==> src/rtl/loader_pkg.sv <==
// Shared state encoding and protocol byte values for the UART boot loader.
package loader_pkg;

    typedef enum logic [2:0] {
        IDLE,
        LEN_LO,
        LEN_HI,
        DATA,
        CHECK,
        RESP,
        RUN
    } state_t;

    localparam logic [7:0] SYNC_BYTE = 8'hA5;
    localparam logic [7:0] ACK_BYTE  = 8'h06;
    localparam logic [7:0] NAK_BYTE  = 8'h15;

endpackage

==> src/rtl/loader_timer.sv <==
// Inter-byte idle timer: clearable saturating counter that flags when it
// has sat at TIMEOUT_CYCLES-1 without being cleared.
module loader_timer #(
    parameter int TIMEOUT_CYCLES = 868000
) (
    input  logic clk,
    input  logic i_rst_n,
    input  logic i_clr,
    output logic o_done
);

    localparam int CNT_W = (TIMEOUT_CYCLES > 1) ? $clog2(TIMEOUT_CYCLES) : 1;
    localparam logic [CNT_W-1:0] TERM = CNT_W'(TIMEOUT_CYCLES - 1);

    logic [CNT_W-1:0] r_cnt;

    // Count idle cycles, holding at the terminal value until cleared.
    always_ff @(posedge clk or negedge i_rst_n) begin
        if (!i_rst_n) begin
            r_cnt <= '0;
        end else if (i_clr) begin
            r_cnt <= '0;
        end else if (r_cnt != TERM) begin
            r_cnt <= r_cnt + 1'b1;
        end
    end

    assign o_done = (r_cnt == TERM);

endmodule

==> src/rtl/uart_boot_loader.sv <==
// UART boot loader: parses a framed image from the UART byte stream, writes
// little-endian words into instruction memory, answers ACK/NAK and releases
// the core reset only after a frame whose checksum matches.
module uart_boot_loader
    import loader_pkg::*;
#(
    parameter int ADDR_W         = 12,
    parameter int TIMEOUT_CYCLES = 868000
) (
    input  logic              clk,
    input  logic              reset_pin,
    input  logic              rx_valid,
    input  logic [7:0]        rx_data,
    output logic              tx_valid,
    input  logic              tx_ready,
    output logic [7:0]        tx_data,
    output logic              mem_we,
    output logic [ADDR_W-1:0] mem_addr,
    output logic [31:0]       mem_wdata,
    output logic              cpu_reset_n,
    output logic              loading
);

    // Largest legal image length, held at 17 bits so 2**16 never wraps.
    localparam logic [16:0] MAX_WORDS = 17'(2**ADDR_W);

    state_t              r_state,     w_state_nx;
    logic [7:0]          r_len_lo,    w_len_lo_nx;
    logic [ADDR_W:0]     r_len,       w_len_nx;
    logic [ADDR_W:0]     r_word_cnt,  w_word_cnt_nx;
    logic [1:0]          r_byte_idx,  w_byte_idx_nx;
    logic [31:0]         r_word_buf,  w_word_buf_nx;
    logic [7:0]          r_chk,       w_chk_nx;
    logic                r_tx_valid,  w_tx_valid_nx;
    logic [7:0]          r_tx_data,   w_tx_data_nx;
    logic                r_mem_we,    w_mem_we_nx;
    logic [ADDR_W-1:0]   r_mem_addr,  w_mem_addr_nx;
    logic [31:0]         r_mem_wdata, w_mem_wdata_nx;
    logic                r_cpu_rst_n, w_cpu_rst_n_nx;
    logic                r_loading,   w_loading_nx;

    logic [16:0]         w_len17;
    logic [ADDR_W:0]     w_cnt_inc;
    logic                w_tmr_active;
    logic                w_tmr_clr;
    logic                w_tmo;

    assign w_len17      = {1'b0, rx_data, r_len_lo};
    assign w_cnt_inc    = r_word_cnt + 1'b1;
    assign w_tmr_active = (r_state inside {LEN_LO, LEN_HI, DATA, CHECK});
    // Parked at zero outside the receive states, so every entry starts fresh.
    assign w_tmr_clr    = rx_valid | ~w_tmr_active;

    loader_timer #(
        .TIMEOUT_CYCLES(TIMEOUT_CYCLES)
    ) u_timer (
        .clk    (clk),
        .i_rst_n(reset_pin),
        .i_clr  (w_tmr_clr),
        .o_done (w_tmo)
    );

    // State register and all datapath/output registers.
    always_ff @(posedge clk or negedge reset_pin) begin
        if (!reset_pin) begin
            r_state     <= IDLE;
            r_len_lo    <= '0;
            r_len       <= '0;
            r_word_cnt  <= '0;
            r_byte_idx  <= '0;
            r_word_buf  <= '0;
            r_chk       <= '0;
            r_tx_valid  <= 1'b0;
            r_tx_data   <= '0;
            r_mem_we    <= 1'b0;
            r_mem_addr  <= '0;
            r_mem_wdata <= '0;
            r_cpu_rst_n <= 1'b0;
            r_loading   <= 1'b0;
        end else begin
            r_state     <= w_state_nx;
            r_len_lo    <= w_len_lo_nx;
            r_len       <= w_len_nx;
            r_word_cnt  <= w_word_cnt_nx;
            r_byte_idx  <= w_byte_idx_nx;
            r_word_buf  <= w_word_buf_nx;
            r_chk       <= w_chk_nx;
            r_tx_valid  <= w_tx_valid_nx;
            r_tx_data   <= w_tx_data_nx;
            r_mem_we    <= w_mem_we_nx;
            r_mem_addr  <= w_mem_addr_nx;
            r_mem_wdata <= w_mem_wdata_nx;
            r_cpu_rst_n <= w_cpu_rst_n_nx;
            r_loading   <= w_loading_nx;
        end
    end

    // Frame parser: next state and next register values; an rx byte takes
    // priority over a timeout landing in the same cycle.
    always_comb begin
        w_state_nx     = r_state;
        w_len_lo_nx    = r_len_lo;
        w_len_nx       = r_len;
        w_word_cnt_nx  = r_word_cnt;
        w_byte_idx_nx  = r_byte_idx;
        w_word_buf_nx  = r_word_buf;
        w_chk_nx       = r_chk;
        w_tx_valid_nx  = r_tx_valid;
        w_tx_data_nx   = r_tx_data;
        w_mem_we_nx    = 1'b0;
        w_mem_addr_nx  = r_mem_addr;
        w_mem_wdata_nx = r_mem_wdata;
        w_cpu_rst_n_nx = r_cpu_rst_n;
        w_loading_nx   = r_loading;

        case (r_state)
            IDLE: begin
                if (rx_valid && rx_data == SYNC_BYTE) begin
                    w_state_nx   = LEN_LO;
                    w_loading_nx = 1'b1;
                end
            end
            LEN_LO: begin
                if (rx_valid) begin
                    w_len_lo_nx = rx_data;
                    w_state_nx  = LEN_HI;
                end else if (w_tmo) begin
                    w_state_nx    = RESP;
                    w_tx_valid_nx = 1'b1;
                    w_tx_data_nx  = NAK_BYTE;
                end
            end
            LEN_HI: begin
                if (rx_valid) begin
                    if (w_len17 == 17'd0 || w_len17 > MAX_WORDS) begin
                        w_state_nx    = RESP;
                        w_tx_valid_nx = 1'b1;
                        w_tx_data_nx  = NAK_BYTE;
                    end else begin
                        w_state_nx    = DATA;
                        w_len_nx      = w_len17[ADDR_W:0];
                        w_word_cnt_nx = '0;
                        w_byte_idx_nx = '0;
                        w_chk_nx      = '0;
                        w_mem_addr_nx = '0;
                    end
                end else if (w_tmo) begin
                    w_state_nx    = RESP;
                    w_tx_valid_nx = 1'b1;
                    w_tx_data_nx  = NAK_BYTE;
                end
            end
            DATA: begin
                if (rx_valid) begin
                    w_word_buf_nx[8*r_byte_idx +: 8] = rx_data;
                    w_chk_nx      = r_chk ^ rx_data;
                    w_byte_idx_nx = r_byte_idx + 1'b1;
                    if (r_byte_idx == 2'd3) begin
                        w_mem_we_nx    = 1'b1;
                        w_mem_addr_nx  = r_word_cnt[ADDR_W-1:0];
                        w_mem_wdata_nx = w_word_buf_nx;
                        w_word_cnt_nx  = w_cnt_inc;
                        if (w_cnt_inc == r_len) begin
                            w_state_nx = CHECK;
                        end
                    end
                end else if (w_tmo) begin
                    w_state_nx    = RESP;
                    w_tx_valid_nx = 1'b1;
                    w_tx_data_nx  = NAK_BYTE;
                end
            end
            CHECK: begin
                if (rx_valid) begin
                    w_state_nx    = RESP;
                    w_tx_valid_nx = 1'b1;
                    w_tx_data_nx  = (rx_data == r_chk) ? ACK_BYTE : NAK_BYTE;
                end else if (w_tmo) begin
                    w_state_nx    = RESP;
                    w_tx_valid_nx = 1'b1;
                    w_tx_data_nx  = NAK_BYTE;
                end
            end
            RESP: begin
                if (r_tx_valid && tx_ready) begin
                    w_tx_valid_nx = 1'b0;
                    w_loading_nx  = 1'b0;
                    if (r_tx_data == ACK_BYTE) begin
                        w_state_nx     = RUN;
                        w_cpu_rst_n_nx = 1'b1;
                    end else begin
                        w_state_nx = IDLE;
                    end
                end
            end
            RUN: begin
                if (rx_valid && rx_data == SYNC_BYTE) begin
                    w_state_nx     = LEN_LO;
                    w_cpu_rst_n_nx = 1'b0;
                    w_loading_nx   = 1'b1;
                end
            end
            default: begin
                w_state_nx = IDLE;
            end
        endcase
    end

    assign tx_valid    = r_tx_valid;
    assign tx_data     = r_tx_data;
    assign mem_we      = r_mem_we;
    assign mem_addr    = r_mem_addr;
    assign mem_wdata   = r_mem_wdata;
    assign cpu_reset_n = r_cpu_rst_n;
    assign loading     = r_loading;

endmodule

==> config.mk <==
export PLATFORM = sky130hd
export DESIGN_NAME = uart_boot_loader
export DESIGN_NICKNAME = d
export VERILOG_FILES = /design/src/rtl/loader_pkg.sv /design/src/rtl/loader_timer.sv /design/src/rtl/uart_boot_loader.sv
export SDC_FILE = /design/constraint.sdc
export NUM_CORES = 1
export LEC_CHECK = 0
export CORE_ASPECT_RATIO = 1.5
export CORE_MARGIN = 10
export CORE_UTILIZATION = 55
export DETAILED_ROUTE_END_ITERATION = 7
export GPL_TIMING_DRIVEN = 0
export PLACE_DENSITY = 0.74
export REMOVE_ABC_BUFFERS = 1
export SYNTH_ARGS = -nofsm -noshare
export SYNTH_HDL_FRONTEND = slang
export SYNTH_SLANG_ARGS = --single-unit
export TNS_END_PERCENT = 1
==> constraint.sdc <==
create_clock -name clk -period 3 [get_ports clk]
set_clock_uncertainty 0.2 [all_clocks]
set_input_delay 0.3 -clock clk [delete_from_list [all_inputs] [get_ports clk]]
set_output_delay 0.3 -clock clk [all_outputs]
set_load 0.05 [all_outputs]
### After elaboration in Yosys (flattened, before gate mapping)

Cells that the tools add are included.

* register bits after elaboration: 155
* bits in latches: 0
* memory bits (writable): 0
* memory bits (read-only): 0
* input bits: 12
* output and inout bits: 56
* logic and storage cells: 132
* memories: 0

* add/subtract/negate cells: 4
* $mul: 0
* divide/modulo/power cells: 0
* magnitude comparators: 1
* equality and inequality tests: 25
* shifts and indexed selects: 2
* muxes and demuxes: 56
* bitwise operators: 4
* reduce and logical (&&, ||, !) cells: 25

Operators with widths (count)
* 2-to-1 mux 8 bit: 8
* 2-to-1 mux 13 bit: 4
* 2-to-1 mux 12 bit: 4
* 2-to-1 mux 20 bit: 2
* negator 5 -> 34 bit: 1
* variable shift 8 x 34 -> 32 bit (first input constant): 1
* variable part select 8 x 34 -> 32 bit: 1
* 2-to-1 mux 3 bit: 11
* bitwise mux 32 bit: 1
* one-hot mux 13 bit (2 select lines): 1
* one-hot mux 12 bit (2 select lines): 1
* one-hot mux 8 bit (3 select lines): 1
* adder 20 x 1 -> 20 bit (second input constant): 1
* equality test 20 bit (second input constant): 1
* inequality test 20 bit (second input constant): 1
* one-hot mux 3 bit (6 select lines): 1
* zero test 17 bit: 1
* > comparator 16 x 13 -> 1 bit (second input constant): 1
* one-hot mux 8 bit (2 select lines): 1
* AND reduction 4 bit: 4
* inequality test 2 bit (second input constant): 7
* adder 13 x 1 -> 13 bit (second input constant): 1
* equality test 13 bit: 1
* 2-to-1 mux 1 bit: 13
* 28 further kinds: 48

### Depth between registers and ports, before layout

Gate-level depths: netlist (run 1).

* depth in word-level cells: 6
* gate-level depth with buffers: 9
* depth with buffers taken out: 8

### Modules after synthesis

Synthesis (run 1) repeated with hierarchy kept, for this count alone.

* cells, all modules: 722
* area, all modules: 7537.2 um2

By module, submodules not included
* uart_boot_loader: instances 1, cells an instance 613, area each 6465.0 um2, sequential area each 3378.2 um2
* loader_timer: instances 1, cells an instance 109, area each 1072.3 um2, sequential area each 500.5 um2

### Least setup slack after synthesis (run 1)

No wires, ideal clock.

* path type: register -> register
* start: register r_byte_idx[0]
* end: register r_word_buf[29]
* library setup time: 0.066 ns
* arrival: 2.297 ns
* required time: 2.734 ns
* path slack: 0.437 ns
* cell stages (with the launch flop): 7
* path buffers: 1
* period minus slack after synthesis: 2.563 ns
* cell sequence: dfrtp_1 -> inv_1 -> ha_1 -> nor4_1 -> and2_1 -> clkbuf_1 -> a22o_1

* longest elaborated chain between the ends: 3
* elaborated cells between the ends (all ways): 4
* those cells by class: add/sub (1); shift (2); mux (1)

Ends and longest elaborated chain
* from (decl): line uart_boot_loader.sv:31 `logic [1:0] r_byte_idx, w_byte_idx_nx;`
* from (signal assigned): line uart_boot_loader.sv:85 `r_byte_idx <= w_byte_idx_nx;`
* negator 5 -> 34 bit *: line uart_boot_loader.sv:155 `w_word_buf_nx[8*r_byte_idx +: 8] = rx_data;`
* variable part select 8 x 34 -> 32 bit or variable shift 8 x 34 -> 32 bit (tied branches): line uart_boot_loader.sv:155
* bitwise mux 32 bit *: line uart_boot_loader.sv:155
* to (signal assigned): line uart_boot_loader.sv:86 `r_word_buf <= w_word_buf_nx;`
* to (decl): line uart_boot_loader.sv:32 `logic [31:0] r_word_buf, w_word_buf_nx;`

Every way passes the cells marked *; elsewhere a longest branch is shown, timed or not.
A chain may end at the register's enable or synchronous reset.

### Worst setup path in the final report (run 1)

* start: input rx_data[2]
* end: register r_chk[1]

* longest elaborated chain between the ends: 4
* elaborated cells between the ends (all ways): 5
* those cells by class: order compare (1); eq/ne (1); reduce/logical (3)

Ends and longest elaborated chain
* from (decl): line uart_boot_loader.sv:13 `input logic [7:0] rx_data,`
* > comparator 16 x 13 -> 1 bit or zero test 17 bit (tied branches): line uart_boot_loader.sv:135 `if (w_len17 == 17'd0 || w_len17 > MAX_WORDS) begin`
* logical OR 1 bit *: line uart_boot_loader.sv:135
* inequality test 2 bit (no line) *
* AND reduction 4 bit (no line) *
* to (signal assigned): line uart_boot_loader.sv:87 `r_chk <= w_chk_nx;`
* to (decl): line uart_boot_loader.sv:33 `logic [7:0] r_chk, w_chk_nx;`

Marked as above.

==> reports/metrics.csv, run 1 <==
metric;value;unit
status;finished clean;
final std cell area, no fill;0.008691;mm^2
worst reg2reg path startpoint;r_word_cnt[4]$_DFFE_PN0P_;
Peak VDD IR;0.4666;mV
Syn. warnings;0;
Simple-Gate Fraction of Synth Area;16.99;%
Psw;2.207;mW
drt pass-1 iters;5;
die area;0.01826;mm^2
Slew @ Worst Pin;1.022;ns
routed wire length per instance;18.71;um
count of cell types in the netlist;58;
DRT iter0 DRCs;332;
TritonCTS clock tree;yes;
power per cell area;779.4;mW/mm^2
largest net degree at the start of global routing;89;
ANT nets after route;0;
Finished Layout Cells;909;
leakage power figure;3.879;nW
Synth Area in XOR/XNOR;5.559;%
Final TNS setup;0;ns
sequential share of power;41.8;%
PnR worst setup slack;0.1501;ns
unrepaired setup endpoints after global routing;yes;
vias in the first global route;5633;
Final min period;2.850;ns
Post-DP Area;0.007944;mm^2
main combinational cell family by area after synthesis;simple AND/OR/NAND/NOR gates;
Synth Area per Inst;10.40;um^2
post-layout util;67.09;%
share of cells above drive strength 1;9.467;%
Hold/Removal Path Class;in2async;
Gate Count Post-Synth;697;
Worst setup startpoint;rx_data[2];
ys flop type;dfrtp_1;
ANT cells;0;
Yosys reg bits;155;
Seq/Total Area, Yosys;53.52;%
clk_lat worst skew;0.42;ns
leading post-synthesis cells by cell area;dfrtp_1 (54%), nor2_1 (6.0%), a22o_1 (5.4%);
antenna violations before repair;0;
root buffer cell;clkbuf_16;
count of max-cap constraint violations;0;
type of element capturing the critical path;flop;
dpl ws;-1.188;ns
Fillers;994;
Area growth, synth to finish;19.92;%
Sw Share;32.58;%
Initial Util;55.95;%
post-DP HPWL;11.10;mm
most frequent cells after synthesis;dfrtp_1 (155), nor2_1 (115), a22o_1 (45), nand2_1 (43), clkbuf_1 (40);
Port-buffer cells;67;
Clk network pwr share;33.7;%
Async SR Flop Fraction;100.0;%
most area-hungry cell type in the Yosys netlist;dfrtp_1;
Worst-path clk slew;0.06;ns
first-pass GRT wire length;28.30;mm
crit path DAT;2.97;ns
I/O pin count;68;
core area;0.01295;mm^2
Max Clock Freq;0.3509;GHz
Comb power frac;24.5;%
Max transition margin;31.37;%
Sinks on Clock Net;155;
CTS max path bufs;2;
Worst R2R Path Depth;7;
post-synth top area share;53.52;%
Die Y;160.6;um
# setup viols final;0;
site row count;51;
Via Count;5559;
Tot GR Track Use;18.72;%
area of the mapped netlist;0.007247;mm^2
H-tree levels;4;
DRC;0;
Die Width;113.7;um
period utilization;95.00;%
CP max FO;15;
DR vias/cell;6.116;
Worst EP required;3.12;ns
total CTS buffers;17;
WS Path Type;in2reg;
Layout Nets;757;
Slew Viols, Final;0;
Detailed Route WL;17.00;mm
GP Congestion;0.8290;
dpl cells;876;
internal power;4.566;mW
Synth Area in Adders;1.381;%
post-synthesis compound-gate area fraction;15.45;%
mux cell area share after synthesis;3.712;%
total congestion overflow;0;
leading cell type by number of instances after synthesis;dfrtp_1;
Setup crit start kind;primary input;
Post-synth EDFFs;0;
final hold vios;0;
[state kept, by name (all words and copies together) (netlist names), 8 cells and up]
signal and cells:
r_len_lo 8, tx_data 8, u_timer.r_cnt 20, r_len 13
mem_addr 12, r_word_buf 32, mem_wdata 32, r_chk 8
r_word_cnt 13
[worst max-delay path, stage by stage]
cell and delay [ns]:
clkdlybuf4s50_1 0.82, nor4_1 0.44, and3_1 0.25, mux2_2 0.41
a31oi_2 0.46, o21ai_0 0.17, o21ai_0 0.11
[power groups by stage]
stage / sequential (mW) / combinational (mW) / clock [mW]
global route: 2.88 / 1.83 / 2.40
CTS: 2.82 / 1.65 / 2.31
floorplan: 2.93 / 0.987 / 0
global placement: 2.82 / 1.54 / 0
detailed placement: 2.84 / 1.61 / 0
finish: 2.83 / 1.66 / 2.28
[stage by stage]
| step | hold slack, ns | power (mW) |
|---|---|---|
| 2_1_floorplan | -0.1956 | 3.922 |
| 3_3_place_gp | 0.2742 | 4.354 |
| 3_5_place_dp | 0.1402 | 4.458 |
| 4_1_cts | 0.2679 | 6.770 |
| 5_1_grt | 0.2783 | 7.112 |
| 6_report | 0.2350 | 6.774 |
[layer usage]
metal  GRT usage [%]  routed length, um
met3           4.698                907
met2           31.91               8850
met5               0                  0
met4           7.523                473
met1           21.78               6772
[kinds of logic (layout without fill, tap and decap cells)]
| family | Yosys count | count (layout) |
|---|---|---|
| compound gates | 151 | 151 |
| fa+ha+maj | 8 | 8 |
| flops | 155 | 155 |
| simple gates | 254 | 254 |
| xor+xnor | 46 | 46 |
| buf+inv | 59 | 112 |
| mux | 24 | 24 |
[final timing paths]
| path | endpoint | slack, ns |
|---|---|---|
| hold / removal | mem_wdata[5]$_DFFE_PN0P_ | 0.23 |
| setup / recovery | r_chk[1]$_DFFE_PN0P_ | 0.15 |
| max in group asynchronous | r_word_cnt[0]$_DFFE_PN0P_ | 1.50 |
| setup reg to reg | r_state[1]$_DFFE_PN0P_ | 0.16 |
| hold reg to reg | tx_data[2]$_DFFE_PN0P_ | 0.29 |
| min in group clk | r_chk[5]$_DFFE_PN0P_ | 0.27 |
[cell usage in the layout, fill, tap and decap left out, drive strengths merged, types with 2 or more instances in the layout]
cell / n
a221oi: 32
and3: 11
clkbuf: 21
bufinv: 4
dlymetal6s2s: 4
nand4b: 3
clkinv: 7
nor2: 115
nand4: 7
nor2b: 5
o32a: 2
nor4: 10
buf: 2
dfrtp: 155
o41ai: 4
clkinvlp: 2
clkdlybuf4s50: 62
inv: 9
o221ai: 2
nand2b: 4
or3: 4
a31oi: 3
ha: 8
o31ai: 2
nand3: 26
and4: 2
or3b: 2
and2: 9
mux2: 23
a21boi: 3
nor3: 7
xor2: 22
xnor2: 24
o21ai: 41
nand2: 43
a22o: 45
a21oi: 10
[cell type report]
type                    count  area [um^2]  share of cell area, %
flip-flops and latches    155         3881                  44.66
multi-input cells         483         3214                  36.99
repair buffers             69        719.4                  8.278
clock buffers              21        460.4                  5.298
well taps                 159        198.9                  2.289
clock inverters            11        167.7                  1.929
inverters                  11        48.80                 0.5615
[what timing repair did]
item | 4_1_cts | 5_1_grt
gates resized for setup | 11 | 14
endpoints found under the hold margin | 67 | 0
gates cloned | 0 | 0
buffers inserted | 0 | 0
endpoints found under the setup margin | 74 | 61
hold buffers | 1 | 0
Power figures use the tool's default switching activity.
==> inputs of run 2 (changes only) <==
- SETUP_SLACK_MARGIN: unset -> 0.02
- clock period: 3 -> 3.4 ns (I/O delays scaled with it)
==> reports/metrics.csv, run 2 (same netlist as run 1, synthesis figures left out) <==
metric;value;unit;change
status;finished clean;;unchanged
type of element capturing the critical path;flop;;unchanged
power per cell area;690.7;mW/mm^2;was 779.4 mW/mm^2
Die Width;113.7;um;unchanged
# setup viols final;0;;unchanged
final hold vios;0;;unchanged
Setup crit start kind;primary input;;unchanged
Detailed Route WL;17.00;mm;about the same
total congestion overflow;0;;unchanged
antenna violations before repair;0;;unchanged
TritonCTS clock tree;yes;;unchanged
Final TNS setup;0;ns;unchanged
I/O pin count;68;;unchanged
count of max-cap constraint violations;0;;unchanged
first-pass GRT wire length;28.21;mm;was 28.30 mm
leakage power figure;3.854;nW;was 3.879 nW
Peak VDD IR;0.4090;mV;was 0.4666 mV
R2R setup slack;0.29;ns;was 0.16 ns
worst reg2reg path startpoint;r_state[1]$_DFFE_PN0P_;;was r_word_cnt[4]$_DFFE_PN0P_
CTS max path bufs;2;;unchanged
die area;0.01826;mm^2;unchanged
DR vias/cell;6.103;;was 6.116
Max transition margin;30.76;%;was 31.37%
post-DP HPWL;11.10;mm;unchanged
Via Count;5548;;was 5559
ANT nets after route;0;;unchanged
largest net degree at the start of global routing;89;;unchanged
clk_lat worst skew;0.42;ns;about the same
drt pass-1 iters;5;;unchanged
share of cells above drive strength 1;8.400;%;was 9.467%
Area growth, synth to finish;18.73;%;was 19.92%
Slew Viols, Final;0;;unchanged
most frequent cells in the layout;dfrtp_1 (155), nor2_1 (115), clkdlybuf4s50_1 (66);;was dfrtp_1 (153), nor2_1 (115), clkdlybuf4s50_1 (62)
crit path DAT;3.25;ns;was 2.97 ns
Port-buffer cells;67;;unchanged
Layout Nets;757;;unchanged
Final min period;3.137;ns;
postcts setup bufs;0;;unchanged
most common cell after layout, fill and taps aside;dfrtp_1;;unchanged
Power Total;5.943;mW;was 6.774 mW
vias in the first global route;5631;;was 5633
H-tree levels;4;;unchanged
Worst R2R Path Depth;6;;was 7
post-layout util;66.43;%;was 67.09%
Initial Util;55.95;%;unchanged
DRT iter0 DRCs;307;;was 332
Worst-path clk slew;0.06;ns;about the same
routed wire length per instance;18.70;um;was 18.71 um
Worst EP required;3.52;ns;was 3.12 ns
CP max FO;15;;unchanged
site row count;51;;unchanged
WS Path Type;in2reg;;unchanged
worst reg2reg endpoint;r_word_cnt[10]$_DFFE_PN0P_;;was r_state[1]$_DFFE_PN0P_
total CTS buffers;17;;unchanged
Sinks on Clock Net;155;;unchanged
Hold/Removal Path Class;in2async;;unchanged
Tot GR Track Use;18.64;%;was 18.72%
DRC;0;;unchanged
root buffer cell;clkbuf_16;;unchanged
Slew @ Worst Pin;1.031;ns;was 1.022 ns
Die Y;160.6;um;unchanged
ANT cells;0;;unchanged
unrepaired setup endpoints after global routing;no;;was yes
GP Congestion;0.8290;;unchanged
core area;0.01295;mm^2;unchanged
Max Clock Freq;0.3187;GHz;
period utilization;92.27;%;
run 2: changes by cell type in the layout (fill, tap and decap cells not counted), moves of 2 or more:
cell             delta
dlymetal6s2s_1      -4
clkdlybuf4s50_1     +4
dfrtp_2             -2
nand3_1             +2
dfrtp_1             +2
run 2: repair_timing:
item / CTS / global route
endpoints found under the setup margin: 58 / 57
hold endpoints to repair: 67 / 0
hold buffers: 1 / 0
resized for setup: 3 / 2
cloned: 0 / 0
run 2: metrics by stage:
step                      hold WS [ns]  std cells  cell area [um^2]  setup slack, ns
after floorplan                -0.1556        649              7043          0.01893
after global placement          0.2742        875              7913           -4.134
after detailed placement        0.1802        876              7944          -0.7875
after CTS                       0.2982        909              8591          0.07984
after global routing            0.3117        909              8605          0.05850
final                           0.2709        909              8605           0.2627
run 2: layer usage:
layer	vias to the layer above	part of all wire (%)	global-route usage, %
li1	2569	-	-
met1	2778	41	21.75
met2	171	52	31.70
met3	30	5.1	4.698
met4	0	2.4	7.465
met5	-	0	0
run 2: how the worst max path moves through the flow:
stage                                start                    endpoint  slack [ns]  cells past startpoint
global placement                 reset_pin        tx_valid$_DFFE_PN0P_       -4.13                      1
global route        r_state[1]$_DFFE_PN0P_  r_word_cnt[10]$_DFFE_PN0P_        0.06                      6
CTS                 r_state[1]$_DFFE_PN0P_  r_word_cnt[10]$_DFFE_PN0P_        0.08                      6
finish                          rx_data[1]        r_chk[1]$_DFFE_PN0P_        0.26                      7
detailed placement  r_state[1]$_DFFE_PN0P_  r_word_cnt[10]$_DFFE_PN0P_       -0.79                      6
floorplan           r_state[1]$_DFFE_PN0P_  r_word_cnt[10]$_DFFE_PN0P_        0.02                      6
run 2: cell type report:
type	instances	area [um^2]
tap	159	198.9
multi-input combinational	483	3146
inverter	11	43.79
clock buffer	21	460.4
timing repair buffer	69	709.4
clock inverter	11	167.7
fill	1005	4349
sequential	155	3879
run 2: critical path, cell delays in order:
cell and delay [ns]:
clkdlybuf4s50_1 0.81, nor4_1 0.48, and3_1 0.27, mux2_2 0.40
a31oi_1 0.63, o21ai_0 0.20, o21ai_0 0.13
run 2: power by group:
group	total [mW]	switching, mW	internal [mW]
clock network	2.01	0.745	1.27
registers	2.49	0.326	2.17
logic	1.44	0.855	0.584
total	5.94	1.93	4.02
==> inputs of run 3 (changes only) <==
- SYNTH_HIERARCHICAL: unset -> 1
==> reports/metrics.csv, run 3 <==
metric;value;unit;change
count of max-cap constraint violations;0;;unchanged
Crit path top cell by count;o21ai_0;;unchanged
DRT iter0 DRCs;368;;was 307
Area growth, synth to finish;17.26;%;was 18.73%
area of the multi-input gates;0.003415;mm^2;was 0.003146 mm^2
Finished Layout Cells;937;;was 909
Max transition margin;34.83;%;was 30.76%
Synth Area per Inst;10.44;um^2;was 10.40 um^2
leading cell type by number of instances after synthesis;dfrtp_1;;unchanged
most frequent cells after synthesis;dfrtp_1 (155), nor2_1 (104), a22o_1 (45), o21ai_0 (38), nand2_1 (34);;was dfrtp_1 (155), nor2_1 (115), a22o_1 (45), nand2_1 (43), clkbuf_1 (40)
total CTS buffers;17;;unchanged
worst reg2reg endpoint;r_chk[3]$_DFFE_PN0P_;;was r_word_cnt[10]$_DFFE_PN0P_
I/O pin count;68;;unchanged
Sinks on Clock Net;155;;unchanged
Worst setup startpoint;rx_data[2];;was rx_data[1]
main combinational cell family by area after synthesis;compound AO/OA/AOI/OAI gates;;was simple AND/OR/NAND/NOR gates
clk_lat worst skew;0.42;ns;about the same
DRC;0;;unchanged
R2R setup slack;0.33;ns;was 0.29 ns
share of cells above drive strength 1;10.45;%;was 8.400%
Peak VDD IR;0.6247;mV;was 0.4090 mV
Detailed Route WL;17.86;mm;was 17.00 mm
Layout Nets;783;;was 757
Comb power frac;31.8;%;was 24.2%
Synth Area in XOR/XNOR;3.718;%;was 5.559%
post-synth top area share;51.46;%;was 53.52%
Worst R2R Path Depth;6;;unchanged
internal power;4.107;mW;was 4.017 mW
CTS max path bufs;2;;unchanged
TritonCTS clock tree;yes;;unchanged
Psw;2.471;mW;was 1.926 mW
core area;0.01347;mm^2;was 0.01295 mm^2
WP buf/inv;1;;unchanged
most common cell after layout, fill and taps aside;dfrtp_1;;unchanged
CP max FO;15;;unchanged
status;finished clean;;unchanged
total congestion overflow;0;;unchanged
mux cell area share after synthesis;3.436;%;was 3.712%
Die Y;163.4;um;was 160.6 um
Seq/Total Area, Yosys;51.46;%;was 53.52%
site row count;52;;was 51
leakage power figure;3.803;nW;was 3.854 nW
Final min period;3.176;ns;was 3.137 ns
count of cell types in the netlist;74;;was 58
most frequent cells in the layout;dfrtp_1 (155), nor2_1 (103), clkdlybuf4s50_1 (66);;was dfrtp_1 (155), nor2_1 (115), clkdlybuf4s50_1 (66)
Initial Util;55.96;%;was 55.95%
Worst-path clk slew;0.06;ns;about the same
dpl cells;905;;was 876
largest net degree at the start of global routing;96;;was 89
Clk network pwr share;28.8;%;was 33.9%
post-DP HPWL;12.05;mm;was 11.10 mm
crit path to;r_chk[3]$_DFFE_PN0P_;;was r_chk[1]$_DFFE_PN0P_
FF+latch area;0.003879;mm^2;unchanged
Hold/Removal Path Class;in2async;;unchanged
period utilization;93.42;%;was 92.27%
# setup viols final;0;;unchanged
final hold vios;0;;unchanged
Synth Area in Adders;1.328;%;was 1.381%
CP peak stage delay;0.77;ns;was 0.81 ns
routed wire length per instance;19.06;um;was 18.70 um
WS Path Type;in2reg;;unchanged
drt pass-1 iters;5;;unchanged
Syn. warnings;6;;was 0
ys flop type;dfrtp_1;;unchanged
WP depth;7;;unchanged
power per cell area;744.2;mW/mm^2;was 690.7 mW/mm^2
most area-hungry cell type in the Yosys netlist;dfrtp_1;;unchanged
Simple-Gate Fraction of Synth Area;18.23;%;was 16.99%
post-synthesis compound-gate area fraction;18.39;%;was 15.45%
antenna violations before repair;0;;unchanged
family with the most delay on the worst path;simple AND/OR/NAND/NOR gates;;was compound AO/OA/AOI/OAI gates
Worst EP required;3.49;ns;was 3.52 ns
H-tree levels;4;;unchanged
Slew Viols, Final;0;;unchanged
type of element capturing the critical path;flop;;unchanged
ANT nets after route;0;;unchanged
crit-path cells;clkdlybuf4s50_1 -> nor4_2 -> nand4_1 -> a21oi_4 -> nor2_1 -> o21ai_0 -> o21ai_0;;was clkdlybuf4s50_1 -> nor4_1 -> and3_1 -> mux2_2 -> a31oi_1 -> o21ai_0 -> o21ai_0
Tot GR Track Use;19.74;%;was 18.64%
Port-buffer cells;67;;unchanged
crit path DAT;3.26;ns;was 3.25 ns
DR vias/cell;6.285;;was 6.103
GP Congestion;0.8655;;was 0.8290
Yosys reg bits;155;;unchanged
die area;0.01888;mm^2;was 0.01826 mm^2
first-pass GRT wire length;30.32;mm;was 28.21 mm
Post-synth EDFFs;0;;unchanged
Sw Share;37.57;%;was 32.40%
vias in the first global route;6137;;was 5631
Async SR Flop Fraction;100.0;%;unchanged
Die Width;115.6;um;was 113.7 um
leading post-synthesis cells by cell area;dfrtp_1 (51%), a22o_1 (5.2%), nor2_1 (5.2%);;was dfrtp_1 (54%), nor2_1 (6.0%), a22o_1 (5.4%)
Max Clock Freq;0.3148;GHz;was 0.3187 GHz
unrepaired setup endpoints after global routing;no;;unchanged
Slew @ Worst Pin;0.9701;ns;was 1.031 ns
Final TNS setup;0;ns;unchanged
Via Count;5889;;was 5548
sequential share of power;39.4;%;was 41.9%
area of the mapped netlist;0.007537;mm^2;was 0.007247 mm^2
Setup crit start kind;primary input;;unchanged
root buffer cell;clkbuf_16;;unchanged
critical path's slowest cell;clkdlybuf4s50_1;;unchanged
post-layout util;65.63;%;was 66.43%
ANT cells;0;;unchanged
worst reg2reg path startpoint;r_len_lo[2]$_DFFE_PN0P_;;was r_state[1]$_DFFE_PN0P_
Gate Count Post-Synth;722;;was 697
Fillers;1063;;was 1005
## run 3: timing repair
action / 4_1_cts / 5_1_grt
gates resized for setup: 2 / 1
setup buffers: 0 / 0
endpoints found under the hold margin: 60 / 0
setup endpoints to repair: 51 / 55
hold buffers: 1 / 0
## run 3: routing by layer
| metal | up-vias | wire [um] | GRT usage (%) |
|---|---|---|---|
| met1 | 2947 | 7222 | 22.98 |
| met4 | 0 | 410 | 8.613 |
| li1 | 2736 | - | - |
| met5 | - | 0 | 0 |
| met3 | 31 | 862 | 4.772 |
| met2 | 175 | 9360 | 33.63 |
## run 3: worst min-delay path by stage
stage,startpoint,to,slack (ns),cells after the start
finish,reset_pin,u_timer/r_cnt[3]$_DFFE_PN0P_,0.27,2
global route,r_word_buf[9]$_DFFE_PN0P_,r_word_buf[9]$_DFFE_PN0P_,0.31,1
CTS,reset_pin,tx_data[7]$_DFFE_PN0P_,0.28,2
detailed placement,reset_pin,u_timer/r_cnt[3]$_DFFE_PN0P_,0.15,1
global placement,tx_data[2]$_DFFE_PN0P_,tx_data[2]$_DFFE_PN0P_,0.28,1
floorplan,reset_pin,cpu_reset_n$_DFFE_PN0P_,-0.16,0
## run 3: logic make-up after synthesis
group	Yosys count
muxes	23
AOI/OAI and AO/OA	185
and+or+nand+nor	261
xor gates and xnor gates	32
DFF	155
adders and majority gates	8
buffers and inverters	58
## run 3: cell type report
cell class | count | area share, %
Sequential cell | 155 | 43.88
Multi-Input combinational cell | 509 | 38.63
Timing Repair Buffer | 69 | 8.027
Clock buffer | 17 | 4.813
Tap cell | 162 | 2.293
Clock inverter | 14 | 1.826
Inverter | 11 | 0.5238
## run 3: stage by stage
| step | hold slack (ns) | worst slack (ns) | power, mW | area (um^2) |
|---|---|---|---|---|
| floorplan | -0.1556 | -0.2510 | 3.986 | 7320 |
| global placement | 0.2778 | -4.238 | 4.595 | 8193 |
| detailed placement | 0.1549 | -0.9103 | 4.689 | 8228 |
| CTS | 0.2829 | 0.04446 | 6.592 | 8833 |
| global route | 0.3125 | 0.02639 | 6.917 | 8838 |
| finish | 0.2652 | 0.2237 | 6.578 | 8838 |
## run 3: power groups by stage
stage | combinational (mW) | clock (mW) | sequential, mW
after floorplan | 0.981 | 0 | 3.00
after global placement | 2.01 | 0 | 2.58
after detailed placement | 2.08 | 0 | 2.61
after CTS | 2.09 | 1.91 | 2.58
after global routing | 2.27 | 2.00 | 2.65
final | 2.09 | 1.89 | 2.59
